[src/rtl/pipeline_pkg.sv]
// pipeline_pkg: shared types for the RV32 pipeline memory-port arbiter.
//   arb_state_t : arbiter FSM states (IDLE, ADDR, RESP)
//   arb_owner_t : which pipeline side owns the bus transaction
//   mem_req_t   : request payload carried on the unified memory bus
package pipeline_pkg;

  // Data/address width used by the bus payload struct.
  localparam int unsigned MEM_XLEN = 32;
  localparam int unsigned MEM_BE_W = MEM_XLEN / 8;

  typedef enum logic [1:0] {
    IDLE = 2'd0,
    ADDR = 2'd1,
    RESP = 2'd2
  } arb_state_t;

  typedef enum logic {
    OWN_IF = 1'b0,
    OWN_DM = 1'b1
  } arb_owner_t;

  typedef struct packed {
    logic                we;
    logic [MEM_XLEN-1:0] addr;
    logic [MEM_XLEN-1:0] wdata;
    logic [MEM_BE_W-1:0] be;
  } mem_req_t;

endpackage

[src/rtl/mem_port_arbiter.sv]
// mem_port_arbiter: shares one registered memory port between instruction
// fetch (IF) and the MEM-stage data access (DM). Data has fixed priority over
// fetch; one transaction is in flight at a time.
//
// Ports:
//   clk, rst_n                         clock, async active-low reset
//   if_req/if_addr/if_flush            fetch request side
//   if_valid/if_rdata/if_stall         fetch response and stall
//   dm_req/dm_we/dm_addr/dm_wdata/dm_be data request side
//   dm_valid/dm_rdata/dm_stall         data response and stall
//   mem_req/mem_we/mem_addr/mem_wdata/mem_be  registered bus request
//   mem_gnt/mem_rvalid/mem_rdata       bus grant and response
module mem_port_arbiter
  import pipeline_pkg::*;
#(
  parameter int unsigned XLEN = MEM_XLEN
) (
  input  logic              clk,
  input  logic              rst_n,
  input  logic              if_req,
  input  logic [XLEN-1:0]   if_addr,
  input  logic              if_flush,
  output logic              if_valid,
  output logic [31:0]       if_rdata,
  output logic              if_stall,
  input  logic              dm_req,
  input  logic              dm_we,
  input  logic [XLEN-1:0]   dm_addr,
  input  logic [XLEN-1:0]   dm_wdata,
  input  logic [XLEN/8-1:0] dm_be,
  output logic              dm_valid,
  output logic [XLEN-1:0]   dm_rdata,
  output logic              dm_stall,
  output logic              mem_req,
  output logic              mem_we,
  output logic [XLEN-1:0]   mem_addr,
  output logic [XLEN-1:0]   mem_wdata,
  output logic [XLEN/8-1:0] mem_be,
  input  logic              mem_gnt,
  input  logic              mem_rvalid,
  input  logic [XLEN-1:0]   mem_rdata
);

  arb_state_t st_q, st_d;
  arb_owner_t owner_q, owner_d;
  logic       drop_q, drop_d;
  logic       mem_req_q, mem_req_d;
  mem_req_t   req_q, req_d;

  mem_req_t   if_pl;
  mem_req_t   dm_pl;
  logic       if_ok;
  logic       rsp_done;
  logic       flush_hit;

  // A fetch may only be captured in a cycle without a redirect.
  assign if_ok     = if_req && !if_flush;
  assign rsp_done  = (st_q == RESP) && mem_rvalid;
  assign flush_hit = if_flush && (owner_q == OWN_IF);

  // Build the candidate payloads for each side; fetches are full-word reads.
  always_comb begin
    if_pl       = {$bits(mem_req_t){1'b0}};
    if_pl.we    = 1'b0;
    if_pl.addr  = if_addr;
    if_pl.wdata = {XLEN{1'b0}};
    if_pl.be    = {(XLEN/8){1'b1}};
    dm_pl       = {$bits(mem_req_t){1'b0}};
    dm_pl.we    = dm_we;
    dm_pl.addr  = dm_addr;
    dm_pl.wdata = dm_wdata;
    dm_pl.be    = dm_be;
  end

  // Next-state logic: arbitration, payload capture and flush tracking.
  always_comb begin
    st_d    = st_q;
    owner_d = owner_q;
    drop_d  = drop_q;
    req_d   = req_q;
    case (st_q)
      IDLE: begin
        if (dm_req) begin
          st_d    = ADDR;
          owner_d = OWN_DM;
          req_d   = dm_pl;
        end else if (if_ok) begin
          st_d    = ADDR;
          owner_d = OWN_IF;
          req_d   = if_pl;
        end else begin
          st_d    = IDLE;
        end
      end
      ADDR: begin
        if (mem_gnt) begin
          st_d = RESP;
        end else begin
          st_d = ADDR;
        end
        if (flush_hit) begin
          drop_d = 1'b1;
        end else begin
          drop_d = drop_q;
        end
      end
      RESP: begin
        if (mem_rvalid) begin
          // The completing side still shows its old request, so only the
          // other side is eligible here.
          drop_d = 1'b0;
          if ((owner_q == OWN_IF) && dm_req) begin
            st_d    = ADDR;
            owner_d = OWN_DM;
            req_d   = dm_pl;
          end else if ((owner_q == OWN_DM) && if_ok) begin
            st_d    = ADDR;
            owner_d = OWN_IF;
            req_d   = if_pl;
          end else begin
            st_d    = IDLE;
          end
        end else if (flush_hit) begin
          drop_d = 1'b1;
        end else begin
          drop_d = drop_q;
        end
      end
      default: begin
        st_d = IDLE;
      end
    endcase
    mem_req_d = (st_d == ADDR);
  end

  // State, owner, drop flag and registered bus request.
  always_ff @(posedge clk or negedge rst_n) begin
    if (!rst_n) begin
      st_q      <= IDLE;
      owner_q   <= OWN_IF;
      drop_q    <= 1'b0;
      mem_req_q <= 1'b0;
      req_q     <= {$bits(mem_req_t){1'b0}};
    end else begin
      st_q      <= st_d;
      owner_q   <= owner_d;
      drop_q    <= drop_d;
      mem_req_q <= mem_req_d;
      req_q     <= req_d;
    end
  end

  assign mem_req   = mem_req_q;
  assign mem_we    = req_q.we;
  assign mem_addr  = req_q.addr;
  assign mem_wdata = req_q.wdata;
  assign mem_be    = req_q.be;

  // A flush landing on the response cycle must also hide that response.
  assign if_valid  = rsp_done && (owner_q == OWN_IF) && !drop_q && !if_flush;
  assign dm_valid  = rsp_done && (owner_q == OWN_DM);
  assign if_rdata  = mem_rdata[31:0];
  assign dm_rdata  = mem_rdata;
  assign if_stall  = if_req && !if_valid;
  assign dm_stall  = dm_req && !dm_valid;

endmodule

[config.mk]
export PLATFORM = sky130hd
export DESIGN_NAME = mem_port_arbiter
export DESIGN_NICKNAME = d
export VERILOG_FILES = /design/src/rtl/pipeline_pkg.sv /design/src/rtl/mem_port_arbiter.sv
export SDC_FILE = /design/constraint.sdc
export NUM_CORES = 1
export LEC_CHECK = 0
export ABC_AREA = 1
export CAP_MARGIN = 25
export CORE_MARGIN = 2
export CORE_UTILIZATION = 40
export CTS_CLUSTER_DIAMETER = 30
export DETAILED_ROUTE_END_ITERATION = 8
export PLACE_DENSITY_LB_ADDON = 0.08
export RECOVER_POWER = 25
export SETUP_SLACK_MARGIN = 0.2
export SYNTH_ARGS = -nofsm -noshare
export SYNTH_HDL_FRONTEND = slang
export SYNTH_SLANG_ARGS = --single-unit
[constraint.sdc]
create_clock -name clk -period 4.1 [get_ports clk]
set_input_delay 0.615 -clock clk [delete_from_list [all_inputs] [get_ports clk]]
set_output_delay 0.615 -clock clk [all_outputs]
set_load 0.02 [all_outputs]
Word-level counts from Yosys, hierarchy flattened
Cells that the tools add are included.
Operators by class
  bitwise gates (word level): 1
  reduce and logical (&&, ||, !) cells: 19
  eq/ne operators: 6
  multiplexer cells: 22
Operator list (number)
  69-bit two-way mux: 5
  69-bit one-hot mux with 2 select lines: 1
  1-bit logical AND: 11
  1-bit two-way mux: 11
  2-bit one-hot mux with 3 select lines: 1
  2-bit by 1-bit equality test with 1-bit output, second input constant: 2
  1-bit zero test: 4
  2-bit two-way mux: 2
  1-bit one-hot mux with 2 select lines: 2
  4-bit AND reduction: 1
  2-bit nonzero test: 2
  3-bit by 1-bit inequality test with 1-bit output, second input constant: 1
  3-bit inequality test, second input constant: 1
  2-bit equality test, second input constant: 1
  2-bit zero test: 1
  2-bit inequality test, second input constant: 1
  1-bit inverter: 1
Storage, ports and cells
  flip-flop bits (word level): 74
  bits of input ports: 140
  output and inout port bits: 138

Depth between registers and ports, before layout
Gate-level depths: netlist of the first run.
  word-level depth: 8
  gate-level depth with buffers: 11
  gate-level depth less buffers: 10

Least setup slack after synthesis of the first run
No wires, ideal clock.
  kind: register -> output
  start: register st_q[0]
  end: output if_stall
  buffers on the path: 1
  arrival time: 1.895 ns
  slack: 1.590 ns
  stages on the path, launching flop included: 7
  cells stage by stage: dfrtp_1 > inv_1 > ha_1 > buf_4 > nand2_1 > nor4_1 > nor2_1
On the way
  cells in the longest elaborated chain, start to end: 7
RTL lines
  start, declared: line mem_port_arbiter.sv:44  | arb_state_t st_q, st_d;
  start signal, assigned: line mem_port_arbiter.sv:145  | st_q <= st_d;
  2-bit equality test: line mem_port_arbiter.sv:58  | assign rsp_done = (st_q == RESP) && mem_rvalid;
  1-bit logical AND: line mem_port_arbiter.sv:58
  1-bit logical AND (3 in series): line mem_port_arbiter.sv:160  | assign if_valid = rsp_done && (owner_q == OWN_IF) && !drop_q && !if_flush;
  net if_valid: line mem_port_arbiter.sv:23  | output logic if_valid,
  1-bit zero test: line mem_port_arbiter.sv:164  | assign if_stall = if_req && !if_valid;
  1-bit logical AND: line mem_port_arbiter.sv:164
  end, declared: line mem_port_arbiter.sv:25  | output logic if_stall,
The timed path passes the listed nets, and every way through them passes these cells.

Final worst setup path of the first run
  start: register st_q[0]
  end: output if_valid
On the way
  cells in the longest elaborated chain, start to end: 5
RTL lines (line)
  2-bit equality test: mem_port_arbiter.sv:58
  1-bit logical AND: mem_port_arbiter.sv:58
  1-bit logical AND (3 in series): mem_port_arbiter.sv:160
  end, declared: mem_port_arbiter.sv:23
Every way passes these cells.

==> results of run 1 <==
metal layers:
metal	global-route usage, %	routed length [µm]	vias up
li1	-	-	2130
met1	24.3	5540	1986
met2	36.0	6640	186
met3	4.18	850	9
met4	6.34	143	0
met5	0	0	-
kinds of logic (layout without fill, tap and decap cells):
kind of cell               Yosys count  in the layout  share of synthesized area [%]
and+or+nand+nor                    333            333                           32.6
buffers and inverters              193            289                           22.2
DFF                                 74             74                           38.0
AOI/OAI and AO/OA                   41             41                           6.17
adders and majority gates            4              4                           1.03
report_power, final:
part           internal [W]  switching, W
Combinational      0.000937       0.00136
Sequential          0.00106      0.000216
Clock              0.000535      0.000316
sequential cells by signal, indices dropped and copies added, names as in the netlist:
| signal | cells |
|---|---|
| drop_q | 1 |
| mem_addr | 32 |
| mem_be | 4 |
| mem_req | 1 |
| mem_wdata | 32 |
| mem_we | 1 |
| owner_q | 1 |
| st_q | 2 |
cell usage after synthesis (all sizes together):
cell type  number  area share (%)
nand2         218              17
nor4            1            0.13
buf           100              15
o21ai           1            0.10
a211oi         33             5.1
a21oi           1            0.10
nand3b         65              10
dfrtp          74              38
ha              4             1.0
nor2            7            0.54
clkbuf          6            0.46
o211ai          4            0.62
inv            87             6.7
nand3          42             4.4
o22ai           1            0.13
a31oi           1            0.13
area by class of cell:
class | count | area share, %
inverter | 87 | 5.06
clock inverter | 6 | 1.40
tap | 147 | 2.85
sequential | 74 | 28.7
clock buffer | 10 | 3.55
timing repair buffer | 186 | 28.4
multi-input combinational | 378 | 30.0
worst max-delay path, delay by kind of cell, from the launching register on:
| family | cells | cell delay [ns] |
|---|---|---|
| fa+ha+maj | 1 | 0.56 |
| buf+inv | 2 | 0.78 |
| flops | 1 | 0.42 |
| simple gates | 2 | 0.47 |
worst max path at each step:
| stage | from | endpoint | slack, ns | depth (start not counted) |
|---|---|---|---|---|
| 2_1_floorplan | st_q[0] | if_stall | 1.59 | 6 |
| 3_3_place_gp | dm_req | mem_wdata[20] | 1.17 | 8 |
| 3_5_place_dp | dm_req | mem_wdata[4] | 1.11 | 8 |
| 4_1_cts | st_q[0] | if_valid | 0.82 | 5 |
| 5_1_grt | st_q[0] | if_valid | 0.69 | 5 |
| 6_report | st_q[0] | if_valid | 0.92 | 5 |
metrics by stage:
stage	worst slack [ns]	utilization (%)	area, µm²	power (W)
floorplan	1.59	-	4870	0.00283
CTS	0.824	53.9	6450	0.00449
finish	0.923	53.9	6450	0.00443
detailed placement	1.11	51.3	6130	0.00363
global placement	1.17	51.3	6130	0.00358
global route	0.694	53.9	6450	0.00476
==> flow_metrics.tcl, run 1 <==
set metrics [dict create \
    status "finished with violations" \
    violations "max-capacitance violations, max-slew violations" \
    finalSetupTns_ns 0 \
    p_leak_nw 3.26 \
    antenna_found_initial 0 \
    cts_tree "built" \
    ant_nets 0 \
    clock_path_buffers 2 \
    initial_core_util_pct 40.7 \
    die_x_um 114 \
    grt_pass1_wl_um 20900 \
    r2r_cells 10 \
    finClkSkew_ns 0.00572 \
    first_global_vias 4263 \
    synth_cell_types 23 \
    drt_iter0_markers 236 \
    area_growth_syn_to_layout_pct 32.6 \
    htreeDepth 3 \
    crit_path_cell_trace "inv_1, ha_1, nand2_1, nor4_1, clkdlybuf4s50_1" \
    fmax_mhz 315 \
    fin_crit_ns 3.18 \
    overflow 0 \
    cpPeakStageDelay_ns 0.68 \
    synth_nets 789 \
    crit_type "flop to output port" \
    hold_buffers 0 \
    setup_violations 0 \
    slew_viol_final 70 \
    place_congestion 0.778 \
    grt_usage_pct 20.1 \
    layout_common_cells "nand2_1 (215), clkdlybuf4s50_1 (179), inv_1 (84), dfrtp_1 (74), nand3b_1 (65)" \
    worstSkewPairLatency_ns 0.33 \
    final_layout_size_suffix_gt1_share_pct 3.78 \
    dieArea_um2 13100 \
    syn_area_per_cell_um2 7.55 \
    wire_per_inst_um 14.8 \
    numCtsBuffers 9 \
    fillers 1182 \
    multiInputGateArea_um2 1940 \
    cts_num_sinks 74 \
    maxCapViolCount 1 \
    synth-seq-area-share_pct 38.0 \
    viasPerCell 4.85 \
    grt_max_degree 75 \
    regArea_um2 1850 \
    die_y_um 114 \
    ctsResizeCount 0 \
    whs_ns 0.141 \
    row_count 40 \
    final_cells 888 \
    place.port_buffers 181 \
    routed_wl_um 13200 \
    diodes 0 \
    relSlewSlack_pct -16.9 \
    finalHoldViolations 0 \
    placedCellCount 871 \
    hp-class "input pin to async pin" \
    cts.clk_slew.worst_paths_ns 0.06 \
    ys.warnings.count 0 \
    powerDensity_nw_per_um2 686 \
    worst_pin_slew_ns 1.75 \
    cp.arrival_ns 2.56 \
    reg2reg_from "st_q[0]" \
    coreArea_um2 12000 \
    critPathMaxFanout 13 \
    final_common_cell "nand2_1" \
    slowest_stage "clkdlybuf4s50_1" \
    reg2reg_to "mem_wdata[5]" \
    fin_crit_sh_pct 77.5 \
    root_buffer "clkbuf_16" \
    drc 0 \
    vias 4311 \
    r2r_slack_ns 1.30 \
    synth_cells 645 \
    pin_count 278 \
    critPathRequiredTime_ns 3.48 \
    worst_ir_drop_vdd_mv 0.530 \
    cp-start-kind "flop" \
    critPathCaptureType "output port" \
    synthesis.area_um2 4870 \
    dp_hpwl_um 9010 \
    synth_seq_cells 74 \
    post_cts_buffers 0 \
    layout.nets 880 \
    drt_pass1_iterations 4 \
    rsz0062_at_grt "no" \
]
(Power assumes the default switching activity.)
==> run 2: changes to the inputs <==
--- a/config.mk
+++ b/config.mk
@@ -8,7 +8,7 @@
 export ABC_AREA = 1
 export CAP_MARGIN = 25
 export CORE_MARGIN = 2
-export CORE_UTILIZATION = 40
+export CORE_UTILIZATION = 39
 export CTS_CLUSTER_DIAMETER = 30
 export DETAILED_ROUTE_END_ITERATION = 8
 export PLACE_DENSITY_LB_ADDON = 0.08
==> constraint.sdc (replaced) <==
create_clock -name clk -period 3.3 [get_ports clk]
set_input_delay 0.495 -clock clk [delete_from_list [all_inputs] [get_ports clk]]
set_output_delay 0.495 -clock clk [all_outputs]
set_load 0.02 [all_outputs]
==> run 2 against run 1 <==
The run still ends with max-capacitance violations, max-slew violations left. Largest cell class unchanged. Highest routed layer unchanged. Wire length rose by 0.53%. Critical path type unchanged. Non-clock buffer count rose by 5. Critical endpoint unchanged. Die area rose by 2.5%. Register-to-register slack got worse by 0.41 ns. Largest power group unchanged.
==> flow_metrics.tcl, run 2 (synthesized netlist as in run 1, its figures left out) <==
set metrics [dict create \
    worst_ir_drop_vdd_mv 0.675 \
    status "finished with violations" \
    die_y_um 116 \
    worstSkewPairLatency_ns 0.33 \
    place.port_buffers 181 \
    hold_depth 2 \
    initial_core_util_pct 40.2 \
    grt_usage_pct 19.7 \
    dieArea_um2 13400 \
    clock_path_buffers 2 \
    area_growth_syn_to_layout_pct 33.5 \
    vias 4319 \
    cp_num_buf_inv 2 \
    postLayoutCoreUtil_pct 53.7 \
    grt_pass1_wl_um 20700 \
    relSlewSlack_pct -20.4 \
    viasPerCell 4.73 \
    r2r_slack_ns 0.89 \
    slew_viol_final 72 \
    fin_crit_sh_pct 83.2 \
    whs_ns 0.467 \
    cpPeakStageDelay_ns 0.67 \
    drc 0 \
    diodes 0 \
    hold-path-endpoint "mem_addr[28]" \
    fmax_mhz 364 \
    crit_path_cell_trace "inv_1, ha_1, nand2_1, nor4_1, clkdlybuf4s50_1" \
    die_x_um 116 \
    slowest_stage "clkdlybuf4s50_1" \
    cp.arrival_ns 2.25 \
    reg2reg_from "st_q[0]" \
    cpLargestDelayFamily "buffers and inverters" \
    htreeDepth 3 \
    dp_hpwl_um 9170 \
    root_buffer "clkbuf_16" \
    worst_pin_slew_ns 1.81 \
    critPathCaptureType "output port" \
    drt_iter0_markers 282 \
    finalSetupTns_ns 0 \
    overflow 0 \
    hp-class "flop to flop" \
    row_count 40 \
    first_global_vias 4135 \
    drt_pass1_iterations 4 \
    setup_violations 0 \
    worstHoldStart "mem_addr[28]" \
    cp-start-kind "flop" \
    layout_common_cells "nand2_1 (215), clkdlybuf4s50_1 (179), inv_1 (84), dfrtp_1 (74), nand3b_1 (65)" \
    cts.clk_slew.worst_paths_ns 0.06 \
    reg2reg_to "mem_addr[8]" \
    rsz0062_at_grt "no" \
    wire_per_inst_um 14.5 \
    crit_path_start "st_q[0]" \
    finClkSkew_ns 0.00618 \
    grt_max_degree 75 \
    violations "max-capacitance violations, max-slew violations" \
    final_common_cell "nand2_1" \
    ant_nets 0 \
    powerDensity_nw_per_um2 841 \
    ctsResizeCount 0 \
    p_leak_nw 3.27 \
    coreArea_um2 12100 \
    post_cts_buffers 0 \
    numCtsBuffers 9 \
    power_w 0.00546 \
    routed_wl_um 13200 \
    fin_crit_ns 2.75 \
    antenna_found_initial 0 \
    critPathMaxFanout 5 \
    final_layout_size_suffix_gt1_share_pct 4.02 \
    final_cells 914 \
    critPathRequiredTime_ns 2.80 \
    finalHoldViolations 0 \
    layout.nets 885 \
    cts_tree "built" \
    place_congestion 0.789 \
    worstSetupPathDepth 5 \
    pin_count 278 \
    cts_num_sinks 74 \
    maxCapViolCount 1 \
    crit_type "flop to output port" \
    placedCellCount 896 \
    r2r_cells 7 \
]
==> run 2: area by class of cell <==
type,count,area (µm²)
well taps,168,210
clock inverters,2,35.0
inverters,87,327
flip-flops and latches,74,1850
clock buffers,14,264
repair buffers,191,1880
fillers,1212,5610
multi-input cells,378,1940
==> run 2: stage by stage <==
| step | area [µm²] | worst slack (ns) |
|---|---|---|
| final | 6500 | 0.554 |
| after global routing | 6500 | 0.347 |
| after CTS | 6490 | 0.518 |
| after detailed placement | 6190 | 0.748 |
| after global placement | 6190 | 0.791 |
| after floorplan | 4870 | 0.910 |
==> run 2: how the worst max path moves through the flow <==
| stage | endpoint | slack [ns] |
|---|---|---|
| 5_1_grt | mem_addr[24] | 0.35 |
| 6_report | if_valid | 0.55 |
| 2_1_floorplan | if_stall | 0.91 |
| 3_5_place_dp | if_valid | 0.75 |
| 4_1_cts | if_valid | 0.52 |
| 3_3_place_gp | if_valid | 0.79 |
==> run 2: tightest hold or removal path: cells and delay by family (launching register included) <==
family           cells  cell delay, ns
and+or+nand+nor      2            0.09
DFF                  1            0.34
==> run 2: power by group <==
part	internal (W)	leakage [nW]	switching [W]
clock	0.000626	0.147	0.000356
sequential	0.00132	0.924	0.000251
combinational	0.00117	2.20	0.00174
total	0.00312	3.27	0.00235
==> run 2: timing repair <==
action / in CTS / in global routing
hold buffers: 0 / 1
endpoints found under the hold margin: 0 / 3
endpoints found under the setup margin: 0 / 0
==> run 2: layer usage <==
metal  wire, µm  track usage, %
met5          0               0
met4        214            6.35
met3        953            5.13
met2       6560            34.4
met1       5510            23.8
